===== config.mk =====
export PLATFORM = sky130hd
export DESIGN_NAME = toggle_rx
export DESIGN_NICKNAME = d
export VERILOG_FILES = /design/src/rtl/toggle_pkg.sv /design/src/rtl/toggle_sync.sv /design/src/rtl/toggle_rx.sv
export SDC_FILE = /design/constraint.sdc
export NUM_CORES = 1
export LEC_CHECK = 0
export CORE_MARGIN = 2
export CORE_UTILIZATION = 40
export CTS_BUF_LIST = sky130_fd_sc_hd__clkbuf_4
export DETAILED_ROUTE_END_ITERATION = 6
export PLACE_DENSITY_LB_ADDON = 0.3
export SLEW_MARGIN = 10
export SYNTH_ARGS = -nofsm -noshare
export SYNTH_HDL_FRONTEND = slang
export SYNTH_SLANG_ARGS = --single-unit

===== constraint.sdc =====
create_clock -name CP -period 2.1 [get_ports CP]
set_input_delay 0.315 -clock CP [delete_from_list [all_inputs] [get_ports CP]]
set_output_delay 0.315 -clock CP [all_outputs]
set_load 0.02 [all_outputs]

===== src/rtl/toggle_pkg.sv =====
// Shared definitions for the two-phase toggle handshake channel. The matching
// transmitter imports the same defaults so both ends agree on the channel shape.
package toggle_pkg;

    localparam int unsigned DEF_DW          = 8;
    localparam int unsigned DEF_SYNC_STAGES = 2;
    localparam int unsigned DEF_CNT_W       = 8;

    // IDLE: no transfer outstanding. PEND: toggle seen, buffer full, waiting for space.
    typedef enum logic {
        IDLE = 1'b0,
        PEND = 1'b1
    } state_t;

endpackage


===== src/rtl/toggle_sync.sv =====
// Flop chain that brings a level signal into the local clock domain.
// Also used by the transmitter to synchronize ack_tgl.
module toggle_sync
    import toggle_pkg::*;
#(
    parameter int unsigned SYNC_STAGES = DEF_SYNC_STAGES
) (
    input  logic i_clk,
    input  logic i_rst,
    input  logic i_d,
    output logic o_q
);

    logic [SYNC_STAGES-1:0] r_sync;

    generate
        if (SYNC_STAGES == 1) begin : g_single
            // Single-flop chain: sample the input directly.
            always_ff @(posedge i_clk) begin
                if (i_rst) begin
                    r_sync <= 1'b0;
                end else begin
                    r_sync <= i_d;
                end
            end
        end else begin : g_chain
            // Shift the input level through the chain, bit 0 nearest the input.
            always_ff @(posedge i_clk) begin
                if (i_rst) begin
                    r_sync <= '0;
                end else begin
                    r_sync <= {r_sync[SYNC_STAGES-2:0], i_d};
                end
            end
        end
    endgenerate

    assign o_q = r_sync[SYNC_STAGES-1];

endmodule


===== src/rtl/toggle_rx.sv =====
// Receiving end of a two-phase toggle handshake. Each change of req_tgl is one
// transfer; the word is captured into a one-entry buffer feeding a valid/ready
// consumer and acknowledged by flipping ack_tgl. Backpressure withholds the ack.
module toggle_rx
    import toggle_pkg::*;
#(
    parameter int unsigned DW          = DEF_DW,
    parameter int unsigned SYNC_STAGES = DEF_SYNC_STAGES,
    parameter int unsigned CNT_W       = DEF_CNT_W
) (
    input  logic             CP,
    input  logic             rst,
    input  logic             req_tgl,
    input  logic [DW-1:0]    req_data,
    output logic             ack_tgl,
    output logic             out_valid,
    output logic [DW-1:0]    out_data,
    input  logic             out_ready,
    output logic [CNT_W-1:0] evt_cnt,
    output logic             ovf_err
);

    state_t            r_state;
    state_t            w_state_d;
    logic              w_s_last;
    logic              w_detect;
    logic              w_space;
    logic              w_accept;
    logic              w_violation;
    logic              r_req_prev;
    logic              r_req_last_d;
    logic              r_ack;
    logic              r_valid;
    logic [DW-1:0]     r_data;
    logic [CNT_W-1:0]  r_cnt;
    logic              r_ovf;

    toggle_sync #(
        .SYNC_STAGES (SYNC_STAGES)
    ) u_req_sync (
        .i_clk (CP),
        .i_rst (rst),
        .i_d   (req_tgl),
        .o_q   (w_s_last)
    );

    assign w_detect = (w_s_last != r_req_prev);
    assign w_space  = !r_valid || out_ready;

    // A new sender toggle while the previous one is still unacknowledged.
    assign w_violation = (w_s_last != r_req_last_d) && (r_req_last_d != r_req_prev);

    // FSM state register.
    always_ff @(posedge CP) begin
        if (rst) begin
            r_state <= IDLE;
        end else begin
            r_state <= w_state_d;
        end
    end

    // Next state and accept decision. In PEND the transfer is delivered on space
    // even if a protocol violation has since cancelled the level difference.
    always_comb begin
        w_state_d = r_state;
        w_accept  = 1'b0;
        case (r_state)
            IDLE: begin
                if (w_detect) begin
                    if (w_space) begin
                        w_accept = 1'b1;
                    end else begin
                        w_state_d = PEND;
                    end
                end
            end
            PEND: begin
                if (w_space) begin
                    w_accept  = 1'b1;
                    w_state_d = IDLE;
                end
            end
            default: w_state_d = IDLE;
        endcase
    end

    // Datapath: accept loads the buffer and flips the ack; a drain alone empties it.
    always_ff @(posedge CP) begin
        if (rst) begin
            r_req_prev   <= 1'b0;
            r_req_last_d <= 1'b0;
            r_ack        <= 1'b0;
            r_valid      <= 1'b0;
            r_data       <= '0;
            r_cnt        <= '0;
            r_ovf        <= 1'b0;
        end else begin
            r_req_last_d <= w_s_last;
            if (w_accept) begin
                r_data     <= req_data;
                r_valid    <= 1'b1;
                r_req_prev <= w_s_last;
                r_ack      <= ~r_ack;
                r_cnt      <= r_cnt + {{(CNT_W-1){1'b0}}, 1'b1};
            end else if (r_valid && out_ready) begin
                r_valid <= 1'b0;
            end
            if (w_violation) begin
                r_ovf <= 1'b1;
            end
        end
    end

    assign ack_tgl   = r_ack;
    assign out_valid = r_valid;
    assign out_data  = r_data;
    assign evt_cnt   = r_cnt;
    assign ovf_err   = r_ovf;

endmodule


==> out/metrics.yaml <==
arrival_ns: 1.41
crit_slowest_cell: "clkdlybuf4s50_1"
fillers: 197
max_stage_delay_ns: 0.64
r2r_end: "evt_cnt[5]"
clkLatencyLatePin_ns: 0.32
critical_path_class: "reg2out"
die_h_um: 51.69
min_to: "u_req_sync.r_sync[1]"
routed_wl_um: 1653
finalClockSkew_ns: 0.009859
synth_xor_area_share_pct: 6.602
synth-simple-area-share_pct: 16.51
routedWlPerCell_um: 10.95
power.leakage_nw: 0.5311
die_w_um: 51.69
holdPathStages: 1
synth_ff_type: "dfxtp_1"
r2r_setup_slack_ns: 0.57
path_max_fanout: 6
cap_violations: 0
dr.pass1.iters: 3
antenna_cells: 0
synth_compound_area_share_pct: 9.491
cts_buffers: 3
worstHoldStart: "u_req_sync.r_sync[0]"
grt_overflow: 0
drv_slew: 0
synth_fa_ha_area_share_pct: 1.376
synth_edf_count: 0
syn_to_final_growth_pct: 42.09
drt_iter0_drc: 2
via_per_inst: 4.841
clk_pin_slew_ns: 0.13
cp.required_ns: 1.78
vias: 731
synth.avg_cell_area_um2: 9.996
synth_mux_area_share_pct: 11.00
period_share_pct: 82.30
grt_pass1_vias: 652
grt_setup_unrepaired: "no"
ys_ff_latch: 24
grt_usage_pct: 13.82
grt_max_degree: 16
setup_viol: 0
ys_async_sr_fraction_pct: 0
antenna_found_initial: 0
io_buffers: 30
reg2reg_from: "u_req_sync.r_sync[1]"
ys_seq_area_share_pct: 52.82
yosys_warnings: 0
detailed_place_hpwl_um: 1170
outcome: "complete, no violations"
post_cts_resized: 0
cts_hold_buf: 0
critPathLaunch: "evt_cnt[0]"
synth_cells: 91
die-area_um2: 2671
r2r_cells: 4
path_delay_family: "buffers and inverters"
drc_errors: 0
synth_nets: 104
synth_top_area_cell: "dfxtp_1"
synth_top_family_by_area: "simple AND/OR/NAND/NOR gates"
rows: 17
finalCriticalPeriod_ns: 1.728
power_density_nw_per_um2: 719.0
startpoint_type: "flop"
cts_sinks: 24
coreArea_um2: 2191
antenna_left: 0
critPathCaptureType: "primary output"
finalHoldViolCount: 0
worst_slew_pin_slew_ns: 0.3395
cts_setup_buffers: 0
slew_headroom_pct: 77.30
ir_drop_uv: 523.8
synth.area.top_cells: "dfxtp_1 53%, mux2i_1 11%, nor2_1 7.8%"
synth_top_area_share_pct: 52.82
start_util_pct: 41.52
crit_buf_inv: 1
fmax_mhz: 578.6
clock_path_buffers: 2
final.setup.tns_ns: 0
htreeDepth: 1
root_buffer: "clkbuf_4"
ys_top_cells_by_count: "24 x dfxtp_1, 19 x nor2_1, 10 x mux2i_1, 5 x xor2_1"
grt_pass1_wl_um: 2697
cts_tree: "yes"
hold_class: "reg2reg"
yosysUniqueCellTypes: 23
drive_gt1_share_pct: 6.504
io_pins: 31
path_cells: "clkdlybuf4s50_1"
nets: 137
routabilityCongestion: 0.7473
post-synth-top-count-cell: "dfxtp_1"
syn_area_um2: 909.6
hold_ws_ns: 0.4568
-- area by class of cell --
class                           instances  area, µm²  area share, %
Multi-Input combinational cell         63      409.1          31.66
Timing Repair Buffer                   32      315.3          24.39
Sequential cell                        24      480.5          37.17
Clock buffer                            3      22.52          1.742
Tap cell                               28      35.03          2.711
Clock inverter                          1      30.03          2.323
-- cells in the final DEF, fill, tap and decap left out, types with 2 or more instances in the layout --
cell | Yosys | final
xor2_1 | 5 | 5
nor2_1 | 19 | 19
o211ai_1 | 2 | 2
dfxtp_1 | 24 | 24
mux2i_1 | 10 | 10
clkdlybuf4s50_1 | 0 | 30
o21ai_0 | 4 | 3
nand2_1 | 3 | 3
a21oi_1 | 4 | 4
buf_4 | 1 | 2
nor2b_1 | 3 | 3
clkbuf_4 | 0 | 3
or3_1 | 3 | 3
-- how the worst max path moves through the flow --
stage	to	slack (ns)	cells after the start
after floorplan	evt_cnt[1]	0.71	5
after global placement	evt_cnt[7]	0.28	5
after detailed placement	evt_cnt[5]	0.24	5
after CTS	evt_cnt[0]	0.34	1
after global routing	evt_cnt[0]	0.28	1
final	evt_cnt[0]	0.37	1
-- per-layer routing --
layer | wire length (µm) | GRT usage (%) | share of wire (%) | up-vias
met5 | 0 | 0 | 0 | -
met2 | 812 | 23.93 | 49 | 19
met1 | 720 | 14.72 | 44 | 332
li1 | - | - | - | 375
met3 | 97 | 6.034 | 5.9 | 5
met4 | 23 | 5.263 | 1.4 | 0
-- flip-flops by register name (all words and copies together), names as in the netlist --
name               flops
ack_tgl                1
evt_cnt                8
out_data               8
out_valid              1
ovf_err                1
r_req_last_d           1
r_req_prev             1
r_state                1
u_req_sync.r_sync      2
-- logic make-up (layout without fill, tap and decap cells) --
| kind of cell | after synthesis | count (layout) |
|---|---|---|
| buf+inv | 4 | 36 |
| mux | 10 | 10 |
| simple gates | 33 | 33 |
| flops | 24 | 24 |
| compound gates | 13 | 13 |
| fa+ha+maj | 1 | 1 |
| xor+xnor | 6 | 6 |
-- report_power, final --
| part | internal, mW | switching, mW |
|---|---|---|
| sequential | 0.473 | 0.0128 |
| clock | 0.193 | 0.134 |
| combinational | 0.0633 | 0.0531 |
| total | 0.729 | 0.200 |
-- stage by stage --
stage	area (µm²)	std cells	power, mW	setup WS, ns	utilization, %
2_1_floorplan	909.6	91	0.5553	0.7084	-
6_report	1292	151	0.9293	0.3717	58.99
5_1_grt	1292	151	0.9752	0.2802	58.99
4_1_cts	1292	151	0.9427	0.3395	58.99
3_5_place_dp	1240	147	0.6127	0.2396	56.60
3_3_place_gp	1240	147	0.6111	0.2801	56.60
No activity file was read; power rests on OpenSTA's default activity.
